`src/rtl/cache_mshr_pkg.sv`:
```
// rtl/cache_mshr_pkg.sv - shared types and default sizes for the miss-status holding registers
package cache_mshr_pkg;

  localparam int PA_BITS_DEF   = 56;
  localparam int OFFSETLEN_DEF = 6;
  localparam int NUMMSHR_DEF   = 4;

  typedef enum logic [1:0] {
    INVALID = 2'd0,
    PENDING = 2'd1,
    ISSUED  = 2'd2,
    FILLED  = 2'd3
  } mshr_state_t;

endpackage

```
`src/rtl/cache_mshr_entry.sv`:
```
// rtl/cache_mshr_entry.sv - one MSHR entry: state, line address, dirty/cancel flags and match logic
module cache_mshr_entry
  import cache_mshr_pkg::*;
#(
  parameter int LA = 50
) (
  input  logic          clk,
  input  logic          reset_n,
  input  logic          alloc,
  input  logic          merge,
  input  logic          allocWrite,
  input  logic [LA-1:0] allocAdr,
  input  logic          issue,
  input  logic          fill,
  input  logic          retire,
  input  logic          invalidate,
  input  logic [LA-1:0] lookupAdr,
  output mshr_state_t   state,
  output logic [LA-1:0] adr,
  output logic          dirty,
  output logic          cancel,
  output logic          match,
  output logic          lookupHit
);

  mshr_state_t   stateNext;
  logic [LA-1:0] adrNext;
  logic          dirtyNext;
  logic          cancelNext;

  // Cancelled entries and an entry retiring this cycle are not merge targets,
  // so a new request for the same line gets a fresh entry that will be filled.
  always_comb begin
    match     = (state != INVALID) && !cancel && !retire && (adr == allocAdr);
    lookupHit = (state != INVALID) && (adr == lookupAdr);
  end

  // Next-state: invalidate overrides issue; an ISSUED fill in the same cycle lands cancelled.
  always_comb begin
    stateNext  = state;
    adrNext    = adr;
    dirtyNext  = dirty;
    cancelNext = cancel;
    case (state)
      INVALID: begin
        if (alloc) begin
          stateNext  = PENDING;
          adrNext    = allocAdr;
          dirtyNext  = allocWrite;
          cancelNext = 1'b0;
        end
      end
      PENDING: begin
        if (invalidate) stateNext = INVALID;
        else if (issue) stateNext = ISSUED;
      end
      ISSUED: begin
        if (invalidate) cancelNext = 1'b1;
        if (fill)       stateNext  = FILLED;
      end
      FILLED: begin
        if (invalidate || cancel || retire) begin
          stateNext  = INVALID;
          dirtyNext  = 1'b0;
          cancelNext = 1'b0;
        end
      end
      default: stateNext = INVALID;
    endcase
    if (merge && (state != INVALID)) dirtyNext = dirty | allocWrite;
  end

  // State register with asynchronous abort.
  always_ff @(posedge clk or negedge reset_n) begin
    if (!reset_n) begin
      state  <= INVALID;
      adr    <= '0;
      dirty  <= 1'b0;
      cancel <= 1'b0;
    end else begin
      state  <= stateNext;
      adr    <= adrNext;
      dirty  <= dirtyNext;
      cancel <= cancelNext;
    end
  end

endmodule

```
`src/rtl/cache_mshr.sv`:
```
// rtl/cache_mshr.sv - MSHR file: alloc/merge, bus issue and retire priority selection
module cache_mshr
  import cache_mshr_pkg::*;
#(
  parameter int PA_BITS   = PA_BITS_DEF,
  parameter int OFFSETLEN = OFFSETLEN_DEF,
  parameter int NUMMSHR   = NUMMSHR_DEF,
  localparam int LA       = PA_BITS - OFFSETLEN,
  localparam int IDX      = $clog2(NUMMSHR)
) (
  input  logic           clk,
  input  logic           reset_n,
  input  logic           AllocValid,
  input  logic [LA-1:0]  AllocAdr,
  input  logic           AllocWrite,
  input  logic           FlushStage,
  output logic           AllocReady,
  output logic [IDX-1:0] AllocIdx,
  output logic           MergeHit,
  output logic           Full,
  input  logic [LA-1:0]  LookupAdr,
  output logic           LookupHit,
  output logic           BusReqValid,
  input  logic           BusReqReady,
  output logic [LA-1:0]  BusReqAdr,
  output logic [IDX-1:0] BusReqIdx,
  input  logic           FillDone,
  input  logic [IDX-1:0] FillIdx,
  output logic           RetireValid,
  input  logic           RetireReady,
  output logic [IDX-1:0] RetireIdx,
  output logic [LA-1:0]  RetireAdr,
  output logic           RetireDirty,
  input  logic           InvalidateMshr,
  output logic           ProtocolErr
);

  mshr_state_t        entState [NUMMSHR];
  logic [LA-1:0]      entAdr   [NUMMSHR];
  logic [NUMMSHR-1:0] entDirty, entCancel, entMatch, entLookup;
  logic [NUMMSHR-1:0] invalidVec, pendingVec, readyVec;
  logic [NUMMSHR-1:0] allocVec, mergeVec, issueVec, fillVec, retireVec;
  logic [IDX-1:0]     freeIdx, matchIdx, issueIdx, retireIdx;
  logic               allocGo, anyMatch, fillOk;

  for (genvar i = 0; i < NUMMSHR; i++) begin : gEntry
    cache_mshr_entry #(.LA(LA)) uEntry (
      .clk(clk), .reset_n(reset_n),
      .alloc(allocVec[i]), .merge(mergeVec[i]), .allocWrite(AllocWrite), .allocAdr(AllocAdr),
      .issue(issueVec[i]), .fill(fillVec[i]), .retire(retireVec[i]), .invalidate(InvalidateMshr),
      .lookupAdr(LookupAdr), .state(entState[i]), .adr(entAdr[i]), .dirty(entDirty[i]),
      .cancel(entCancel[i]), .match(entMatch[i]), .lookupHit(entLookup[i])
    );
  end

  // Per-entry status and lowest-index selection for issue and retire.
  always_comb begin
    issueIdx  = '0;
    retireIdx = '0;
    for (int i = 0; i < NUMMSHR; i++) begin
      invalidVec[i] = (entState[i] == INVALID);
      pendingVec[i] = (entState[i] == PENDING);
      readyVec[i]   = (entState[i] == FILLED) && !entCancel[i];
    end
    for (int i = NUMMSHR - 1; i >= 0; i--) begin
      if (pendingVec[i]) issueIdx  = IDX'(i);
      if (readyVec[i])   retireIdx = IDX'(i);
    end
  end

  // Handshake strobes into the selected entries; fills only count on ISSUED entries.
  always_comb begin
    fillOk = FillDone && (entState[FillIdx] == ISSUED);
    for (int i = 0; i < NUMMSHR; i++) begin
      issueVec[i]  = BusReqValid && BusReqReady && (issueIdx == IDX'(i));
      retireVec[i] = RetireValid && RetireReady && (retireIdx == IDX'(i));
      fillVec[i]   = fillOk && (FillIdx == IDX'(i));
    end
  end

  // Allocation: merge into a matching entry, otherwise take the lowest INVALID one.
  always_comb begin
    allocGo  = AllocValid && !FlushStage && !InvalidateMshr;
    anyMatch = |entMatch;
    freeIdx  = '0;
    matchIdx = '0;
    for (int i = NUMMSHR - 1; i >= 0; i--) begin
      if (invalidVec[i]) freeIdx  = IDX'(i);
      if (entMatch[i])   matchIdx = IDX'(i);
    end
    for (int i = 0; i < NUMMSHR; i++) begin
      allocVec[i] = allocGo && !anyMatch && (invalidVec != '0) && (freeIdx == IDX'(i));
      mergeVec[i] = allocGo && anyMatch && (matchIdx == IDX'(i));
    end
  end

  assign Full        = ~|invalidVec;
  assign MergeHit    = allocGo && anyMatch;
  assign AllocReady  = allocGo && (anyMatch || !Full);
  assign AllocIdx    = anyMatch ? matchIdx : freeIdx;
  assign LookupHit   = |entLookup;
  assign BusReqValid = |pendingVec;
  assign BusReqIdx   = issueIdx;
  assign BusReqAdr   = entAdr[issueIdx];
  assign RetireValid = |readyVec;
  assign RetireIdx   = retireIdx;
  assign RetireAdr   = entAdr[retireIdx];
  assign RetireDirty = entDirty[retireIdx];

  // Sticky flag for a fill aimed at an entry that has no outstanding request.
  always_ff @(posedge clk or negedge reset_n) begin
    if (!reset_n)                 ProtocolErr <= 1'b0;
    else if (FillDone && !fillOk) ProtocolErr <= 1'b1;
  end

endmodule
```
`config.mk`:
```
export PLATFORM = sky130hd
export DESIGN_NAME = cache_mshr
export DESIGN_NICKNAME = d
export VERILOG_FILES = /design/src/rtl/cache_mshr_pkg.sv /design/src/rtl/cache_mshr_entry.sv /design/src/rtl/cache_mshr.sv
export SDC_FILE = /design/constraint.sdc
export NUM_CORES = 1
export LEC_CHECK = 0
export BUFFER_PORTS_ARGS = -buffer_cell sky130_fd_sc_hd__buf_2
export CAP_MARGIN = 20
export CORE_UTILIZATION = 45
export CTS_CLUSTER_SIZE = 20
export DETAILED_ROUTE_END_ITERATION = 7
export PLACE_DENSITY = 0.79
export SLEW_MARGIN = 10
export SYNTH_ARGS = -nofsm -noshare
export SYNTH_HDL_FRONTEND = slang
export SYNTH_SLANG_ARGS = --single-unit
```
`constraint.sdc`:
```
create_clock -name clk -period 2.98 [get_ports clk]
set_input_delay 0.298 -clock clk [delete_from_list [all_inputs] [get_ports clk]]
set_output_delay 0.298 -clock clk [all_outputs]
set_load 0.03 [all_outputs]
```
# Word level (Yosys, flattened, before mapping)
# Cells that the tools add are included.
# op_classes
add_sub_neg	0
mul	0
n_div	0
order_cmp	4
n_eq_ne	64
n_shift	0
muxes	77
bitwise_logic	7
n_reduce_logical	119
# ops
op	count
equality test 50 bit	8
binary-select mux 50 bit (select 2 bit)	2
2-to-1 mux 50 bit	4
2-to-1 mux 2 bit	39
logical AND 1 bit	54
equality test 2 bit (second input constant)	19
one-hot mux 2 bit (4 select lines)	4
AND reduction 4 bit	8
inequality test 2 x 1 -> 1 bit (second input constant)	12
inequality test 3 x 1 -> 1 bit (second input constant)	8
nonzero test 3 bit	8
OR reduction 4 bit	5
equality test 2 x 1 -> 1 bit (second input constant)	9
zero test 2 bit	9
2-to-1 mux 1 bit	18
zero test 1 bit	13
inequality test 3 x 2 -> 1 bit (second input constant)	4
one-hot mux 1 bit (3 select lines)	4
AND reduction 3 bit	4
>= comparator 3 bit (second input constant)	3
logical OR 1 bit	9
inverter 2 -> 3 bit	3
inequality test 2 bit (second input constant)	4
one-hot mux 1 bit (2 select lines)	4
other kinds (7)	16
# totals
register_bits	217
latch_bits	0
ramBits	0
rom_bits	0
in_bits	111
output_inout_bits	114
mem_count	0

# Logic depth before layout (Yosys ltp)
# Gate-level depths: netlist (run 1).
# logic_depth
depth_word	20
mapped_depth	13
mapped_depth_nobuf	10

# Modules after synthesis
# From an unflattened synthesis (run 1), not the netlist that was laid out.
# hier_totals
hier_cells	1523
area_unflattened_um2	16026.6
# modules_own_cells
mod	instances	cells_per_inst	area_each_um2
cache_mshr_entry	4	274	3249.4
cache_mshr	1	427	3029.2

# Least setup slack after synthesis (run 1)
# Ideal clock, no wire load.
# synth_path
path_type	reg2out
from	reg gEntry[0].uEntry.state[0]
to	out AllocReady
arrival_time_ps	3079
required_time_ps	2682
path_slack_ps	-397
stages_incl_launch_ff	11
path_cell_list	dfrtp_1 > ha_1 > nor2b_1 > buf_4 > nor3_2 > a2111o_1 > or4_4 > o21ai_4 > inv_1 > a31oi_1 > o21bai_1
# synth_between
elab_chain_len	11
word_cells_on_any_way	32
classes_between	eq/ne: 4; mux: 1; reduce/logical: 27
# synth_lines
item	line_no	text
start: declaration	cache_mshr_entry.sv:18	output mshr_state_t state,
start signal: assignment	cache_mshr_entry.sv:81	state <= stateNext;
equality test 2 bit	cache_mshr.sv:63	readyVec[i] = (entState[i] == FILLED) && !entCancel[i];
logical AND 1 bit	cache_mshr.sv:63	
2-to-1 mux 2 bit / OR reduction 4 bit (equally long branches)	cache_mshr.sv:67, cache_mshr.sv:105	
equality test 2 x 1 -> 1 bit (tied with other cells)	cache_mshr.sv:76	retireVec[i] = RetireValid && RetireReady && (retireIdx == IDX'(i));
logical AND 1 bit	cache_mshr.sv:76	
zero test 1 bit	cache_mshr_entry.sv:34	match = (state != INVALID) && !cancel && !retire && (adr == allocAdr);
logical AND 1 bit (2 in a row)	cache_mshr_entry.sv:34	
OR reduction 4 bit	cache_mshr.sv:84	anyMatch = |entMatch;
logical OR 1 bit (*)	cache_mshr.sv:99	assign AllocReady = allocGo && (anyMatch || !Full);
logical AND 1 bit (*)	cache_mshr.sv:99	
end: declaration	cache_mshr.sv:17	output logic AllocReady,
# Every way passes the cells marked *; elsewhere a longest branch is shown, timed or not.

# Worst setup path after layout (run 1)
# layout_path
from	reg gEntry[1].uEntry.adr[10]
to	out AllocReady
# layout_between
elab_chain_len	5
# layout_lines
item	line_no	text
start: declaration	cache_mshr_entry.sv:19	output logic [LA-1:0] adr,
start signal: assignment	cache_mshr_entry.sv:82	adr <= adrNext;
equality test 50 bit	cache_mshr_entry.sv:34	
logical AND 1 bit	cache_mshr_entry.sv:34	
OR reduction 4 bit	cache_mshr.sv:84	
logical OR 1 bit	cache_mshr.sv:99	
logical AND 1 bit	cache_mshr.sv:99	
# Every way passes these cells.

==> out/qor.csv, run 1 <==
stage,metric,value,unit
route,WL per Instance,32.3,um
global_routing,GR Util All Layers,46.0,%
logic_synthesis,Netlist cell types,65,
global_routing,number of global-route vias before repair,16200,
final_layout,Final #Nets,2293,
floorplanning,die width,191,um
floorplanning,Cell Rows,68,
placed_design,dpl ws,-0.771,ns
logic_synthesis,yosys warns,0,
final_layout,share of layout cells above drive strength 1,41.2,%
route,initial drt markers,3361,
pwr,combinational share of power,66.7,%
critical_path,CP max FO,4,
global_routing,gr ovfl total,0,
floorplanning,Die ar.,36400,um^2
floorplanning,I/O pins,225,
critical_path,"Data arrival, critical path",3.12,ns
clocking,clock input transition at the sequential cells of the worst setup and hold paths,0.06,ns
route,Final ANT Viol Nets,0,
critical_path,"CP delay by family, top",simple AND/OR/NAND/NOR gates,
clocking,Longest Clk Path Bufs,3,
sta,RSZ-0062 raised after global routing,true,
flow_run,Max Cap Viol,0,
final_layout,fill count,2798,
logic_synthesis,syn nets,1804,
global_routing,first-pass GRT wire length,118000,um
critical_path,Critical-path top delay cell,nor4_1,
sta,final setup fails,285,
placed_design,post-DP HPWL,62300,um
logic_synthesis,"Top FF cell, synth",dfrtp_1,
sta,worst slew pin tran,0.774,ns
pwr,Seq pwr share,21.5,%
sta,max_slew headroom,48.0,%
critical_path,Worst Setup Path Type,reg -> out,
run_status,violated checks,"design-rule violations, negative setup slack",
logic_synthesis,sequential share of the synthesized area,33.9,%
logic_synthesis,"Async S/R FF share, synth",100,%
sta,Slew Limit Fails,0,
critical_path,worst path cell trace,"buf_4, xnor2_1, nand4_1, buf_4, nor4_1, nand4_1, buf_4, a31oi_4, o21bai_4, buf_6",
logic_synthesis,Synth Cell Area,16000,um^2
clocking,CTS H-Tree Depth,1,
floorplanning,die height,191,um
route,First-pass DRT Iterations,8,
pwr,Max VDD drop,0.00107,V
final_layout,area growth from synthesis to layout,37.1,%
floorplanning,core region area,34800,um^2
sta,final hold vios,0,
clocking,clock tree sinks,217,
logic_synthesis,synth top area cells,"dfrtp_1 (34%), xnor2_1 (12%), mux2_2 (8.6%), xor2_1 (8.3%), a222oi_1 (6.4%)",
pwr,PwrDens,1360,nW/um^2
critical_path,CP most frequent cell,buf_4,
global_routing,largest net degree at the start of global routing,80,
critical_path,Worst EP required,2.68,ns
route,Via Count,17200,
clocking,later-pin clock latency in the skew report,0.57,ns
pwr,P_sw,15.7,mW
pwr,Int Pwr,14.1,mW
final_layout,most frequent cells in the layout,"buf_4 (339), nand2_1 (245), dfrtp_1 (211)",
sta,Worst Skew,0.0247,ns
clocking,clock root cell,clkbuf_16,
final_layout,Finished Cell Area,22000,um^2
critical_path,CP max stage delay,0.46,ns
final_layout,diode count,0,
sta,worst setup margin,-0.436,ns
route,# DRC,32,
run_status,run status,"complete, but fails checks",
logic_synthesis,Yosys top cell by area,dfrtp_1,
sta,final cycle utilization of the critical path,115,%
route,routed vias/inst,6.51,
pwr,clock power share,11.8,%
pwr,Leak,10.2,nW
sta,FMAX,0.293,GHz
logic_synthesis,Gate Count Post-Synth,1673,
global_routing,initial antenna violation count,2,
clocking,CTS buffer count,28,
logic_synthesis,number of flops mapped to enable cells by yosys,0,
critical_path,Startpoint Class,flip-flop,
placed_design,placed cell areas,19800,um^2
critical_path,crit path capture type,output port,
clocking,TritonCTS clock tree,built,
sta,Tmin final,3.42,ns
placed_design,IO Port Bufs,224,
placed_design,GP Congestion,1.10,
worst_hold_path,worst hold path class,in -> reg,
final_layout,"commonest non-fill, non-tap cell in the layout",buf_4,
pwr,Sw Ratio,52.7,%
logic_synthesis,syn_area_per_cell,9.57,um^2
logic_synthesis,Yosys top cell area share,33.9,%
floorplanning,Starting Density,46.0,%
route,WL final,85100,um
logic_synthesis,"FF+latch count, synth",217,
critical_path,"Buf+Inv Stages, Crit Path",4,
[layer usage]
metal  global-route usage, %  part of all wire (%)  wire length [um]
met1                    60.0                    37             31200
met2                    68.7                    42             36100
met3                    11.6                    14             11500
met4                    26.7                   7.3              6190
met5                    1.24                 0.082                70
[cell type report]
cell class,instances,area (um^2),area share (%)
clock buffer,41,831,3.78
clock inverter,7,88.8,0.405
inverter,68,255,1.16
multi-input combinational,1238,10200,46.4
sequential,217,5440,24.8
tap,455,569,2.59
timing repair buffer,609,4580,20.9
[stage by stage]
step	power (mW)	std cells	hold slack, ns	util [%]	TNS [ns]
final	29.8	2635	0.0502	63.1	-48.44
after global routing	30.5	2635	0.0634	63.1	-53.69
after CTS	28.7	2627	0.0489	62.2	-41.66
after detailed placement	24.6	2543	0.365	56.9	-137.68
after global placement	24.4	2543	0.349	56.9	-135.56
after floorplan	16.1	1673	0.00241	-	-0.00565
[cell families (layout without fill, tap and decap cells)]
logic type / count (synthesis) / after routing / synth area share, %
adder cells (fa/ha/maj): 20 / 20 / 1.56
XOR/XNOR: 363 / 363 / 19.9
AND/OR/NAND/NOR: 448 / 448 / 13.2
flip-flops: 217 / 217 / 33.9
buffers and inverters: 218 / 725 / 6.09
multiplexers: 176 / 176 / 13.3
AO/OA/AOI/OAI: 231 / 231 / 12.0
[timing repair]
item / 4_1_cts / 5_1_grt
setup endpoints to repair: 322 / 320
pin swaps: 20 / 36
buffers inserted: 23 / 8
cloned: 12 / 0
hold buffers: 2 / 0
resized for setup: 116 / 54
endpoints found under the hold margin: 77 / 0
[synthesized netlist by cell type (11+ instances only)]
cell,count
mux2_2,123
dfrtp_1,217
nor2_1,27
nand2_1,248
buf_2,60
ha_1,20
nor4_1,52
inv_1,68
clkbuf_1,77
nand4_1,61
nand3_1,15
o22ai_1,19
xor2_1,152
mux2_4,42
a21oi_1,11
a222oi_1,103
o21ai_0,36
xnor2_1,211
[sequential cells by signal, summed over array words and instances (netlist names), named ones only]
register and flops:
gEntry.uEntry.adr 200, gEntry.uEntry.cancel 4, gEntry.uEntry.dirty 4, gEntry.uEntry.state 4, ProtocolErr 1
[power by group through the flow]
stage / sequential (mW) / clock (mW) / combinational [mW]
floorplan: 6.17 / 0 / 9.96
global placement: 6.20 / 0 / 18.2
detailed placement: 6.29 / 0 / 18.3
CTS: 6.28 / 3.49 / 18.9
global route: 6.52 / 3.61 / 20.4
finish: 6.40 / 3.51 / 19.8
[path summary, 6_finish.rpt]
check                                                          start                              endpoint  slack [ns]  cells after the start
worst max-delay path            gEntry[1].uEntry.adr[10]$_DFFE_PN0P_                            AllocReady       -0.44                     10
worst min-delay path                                    AllocAdr[21]  gEntry[0].uEntry.adr[21]$_DFFE_PN0P_        0.05                      2
worst max register to register                             flip-flop  gEntry[0].uEntry.adr[46]$_DFFE_PN0P_       -0.36                     12
worst min register to register               ProtocolErr$_DFFE_PN0P_               ProtocolErr$_DFFE_PN0P_        0.47                      1
max in group asynchronous                                    reset_n  gEntry[0].uEntry.adr[27]$_DFFE_PN0P_        1.75                      3
min in group asynchronous                                    reset_n   gEntry[1].uEntry.adr[9]$_DFFE_PN0P_        0.33                      2
Power figures use the tool's default switching activity.
==> inputs of run 2 (changes only) <==
--- a/config.mk
+++ b/config.mk
@@ -10,7 +10,8 @@
 export CORE_UTILIZATION = 45
 export CTS_CLUSTER_SIZE = 20
 export DETAILED_ROUTE_END_ITERATION = 7
-export PLACE_DENSITY = 0.79
+export PLACE_DENSITY = 0.76
+export RECOVER_POWER = 50
 export SLEW_MARGIN = 10
 export SYNTH_ARGS = -nofsm -noshare
 export SYNTH_HDL_FRONTEND = slang
==> constraint.sdc (replaced) <==
create_clock -name clk -period 4 [get_ports clk]
set_input_delay 0.4 -clock clk [delete_from_list [all_inputs] [get_ports clk]]
set_output_delay 0.4 -clock clk [all_outputs]
set_load 0.03 [all_outputs]
==> run 2 against run 1 <==
Effect of this change: the run ends with design-rule violations, max-capacitance violations, max-slew violations left; clock skew shrank 0.0046 ns; flip-flop and latch count unchanged; wire length decreased by 15%; worst hold slack gained 0.051 ns; critical path depth down 1; highest routed layer unchanged.
==> out/qor.csv, run 2 (synthesis gave the netlist of run 1 again) <==
stage,metric,value,unit
run_status,run status,"complete, but fails checks",
run_status,violated checks,"design-rule violations, max-capacitance violations, max-slew violations",
floorplanning,I/O pins,225,
pwr,Int Pwr,8.50,mW
critical_path,"Data arrival, critical path",3.48,ns
route,# DRC,10,
final_layout,fill count,3268,
floorplanning,Die ar.,36400,um^2
clocking,CTS buffer count,25,
route,Via Count,15100,
global_routing,number of global-route vias before repair,14400,
placed_design,GP Congestion,1.10,
sta,final hold vios,0,
sta,Tmin final,3.88,ns
clocking,CTS H-Tree Depth,1,
global_routing,gr ovfl total,0,
critical_path,Critical-path top delay cell,or4_4,
placed_design,IO Port Bufs,224,
placed_design,post-DP HPWL,56600,um
final_layout,Final #Nets,1940,
critical_path,worst path cell trace,"xnor2_1, nand4_1, a2111o_1, or4_4, o21ai_4, inv_1, a31oi_1, o21bai_1, buf_2",
clocking,postcts setup bufs,0,
route,initial drt markers,2639,
final_layout,area growth from synthesis to layout,12.7,%
critical_path,crit path capture type,output port,
critical_path,CP max stage delay,0.58,ns
global_routing,GR Util All Layers,39.5,%
clocking,TritonCTS clock tree,built,
pwr,Seq pwr share,29.2,%
final_layout,Finished Core Util,51.9,%
pwr,P_sw,10.5,mW
final_layout,max reg flops,200,
critical_path,"Buf+Inv Stages, Crit Path",2,
critical_path,Worst Setup Path Type,reg -> out,
pwr,Max VDD drop,0.000781,V
route,Final ANT Viol Nets,0,
clocking,Longest Clk Path Bufs,3,
route,routed vias/inst,6.61,
pwr,PwrDens,1050,nW/um^2
clocking,clock root cell,clkbuf_16,
floorplanning,die width,191,um
final_layout,share of layout cells above drive strength 1,24.5,%
final_layout,area of the multi-input gates,9570,um^2
floorplanning,Cell Rows,68,
floorplanning,die height,191,um
final_layout,storage element area,5430,um^2
floorplanning,Starting Density,46.0,%
clocking,later-pin clock latency in the skew report,0.56,ns
sta,final cycle utilization of the critical path,97.0,%
sta,Slew Limit Fails,117,
clocking,clock input transition at the sequential cells of the worst setup and hold paths,0.06,ns
route,First-pass DRT Iterations,8,
clocking,clock tree sinks,217,
final_layout,largest register by flop count,gEntry.uEntry.adr,
sta,setup TNS,0,ns
pwr,combinational share of power,58.5,%
floorplanning,core region area,34800,um^2
final_layout,most frequent cells in the layout,"nand2_1 (247), dfrtp_1 (217), buf_2 (215)",
sta,FMAX,0.258,GHz
global_routing,initial antenna violation count,2,
final_layout,"commonest non-fill, non-tap cell in the layout",nand2_1,
critical_path,Startpoint Class,flip-flop,
sta,RSZ-0062 raised after global routing,false,
sta,worst slew pin tran,3.15,ns
pwr,Leak,8.08,nW
route,WL per Instance,31.7,um
global_routing,first-pass GRT wire length,103000,um
sta,max_slew headroom,-110,%
sta,Worst Skew,0.0201,ns
sta,hold slack,0.101,ns
route,WL final,72300,um
global_routing,largest net degree at the start of global routing,117,
flow_run,Max Cap Viol,1,
critical_path,"CP delay by family, top",compound AO/OA/AOI/OAI gates,
critical_path,Worst EP required,3.60,ns
pwr,clock power share,12.3,%
worst_hold_path,worst hold path class,in -> reg,
critical_path,CP max FO,5,
sta,final setup fails,0,
pwr,Sw Ratio,55.2,%
run 2: layer usage:
layer  wire [um]  vias up  track usage [%]
met2       32500     1090             62.7
met4        3260        2             13.0
met3        7390      176             5.72
met5          13        -                0
met1       29100     7528             54.9
li1            -     6271                -
run 2: what timing repair did:
item / 4_1_cts / 5_1_grt
hold endpoints to repair: 4 / 0
gates resized for setup: 2 / 1
setup endpoints to repair: 1 / 1
hold buffers: 1 / 0
gates cloned: 0 / 0
run 2: through the flow:
stage          total power [mW]  instances  instance area, um^2  worst slack [ns]
2_1_floorplan              12.0       1673                16000             0.521
3_3_place_gp               16.2       2236                17400             0.402
6_report                   19.0       2281                18100             0.119
5_1_grt                    19.6       2280                18000            0.0258
3_5_place_dp               16.4       2236                17400             0.296
4_1_cts                    18.8       2280                18200            0.0982
run 2: path summary, 6_finish.rpt:
| check | slack [ns] | endpoint | depth (start not counted) | startpoint |
|---|---|---|---|---|
| max in group asynchronous | 0.67 | gEntry[3].uEntry.adr[18]$_DFFE_PN0P_ | 3 | reset_n |
| min reg2reg | 0.49 | ProtocolErr$_DFFE_PN0P_ | 1 | ProtocolErr$_DFFE_PN0P_ |
| min in group asynchronous | 1.44 | ProtocolErr$_DFFE_PN0P_ | 2 | reset_n |
| min | 0.10 | ProtocolErr$_DFFE_PN0P_ | 2 | FillDone |
| max | 0.12 | AllocReady | 9 | gEntry[2].uEntry.adr[0]$_DFFE_PN0P_ |
| max reg2reg | 0.13 | gEntry[0].uEntry.adr[18]$_DFFE_PN0P_ | 9 | gEntry[0].uEntry.state[0]$_DFFE_PN0P_ |
run 2: final cells by class:
| type | instances | share of cell area (%) |
|---|---|---|
| inverter | 68 | 1.41 |
| sequential | 217 | 30.1 |
| timing repair buffer | 259 | 7.81 |
| multi-input combinational | 1238 | 53.0 |
| clock inverter | 11 | 0.679 |
| clock buffer | 32 | 3.83 |
| antenna | 1 | 0.0139 |
| tap | 455 | 3.15 |
run 2: worst register-to-register path, stage by stage, from the launching register on:
cell and delay [ns]:
dfrtp_1 0.42, ha_1 0.23, nor2b_4 0.16, a2111oi_1 0.67
nand4_1 0.18, or4_1 0.65, nand3_1 0.18, or3_2 0.14
clkbuf_2 0.66, mux2_2 0.47
run 2: power groups by stage:
stage / combinational, mW / sequential (mW) / clock, mW
after floorplan: 7.42 / 4.60 / 0
after global placement: 10.8 / 5.37 / 0
after detailed placement: 10.9 / 5.46 / 0
after CTS: 11.0 / 5.43 / 2.35
after global routing: 11.6 / 5.61 / 2.42
final: 11.1 / 5.54 / 2.33
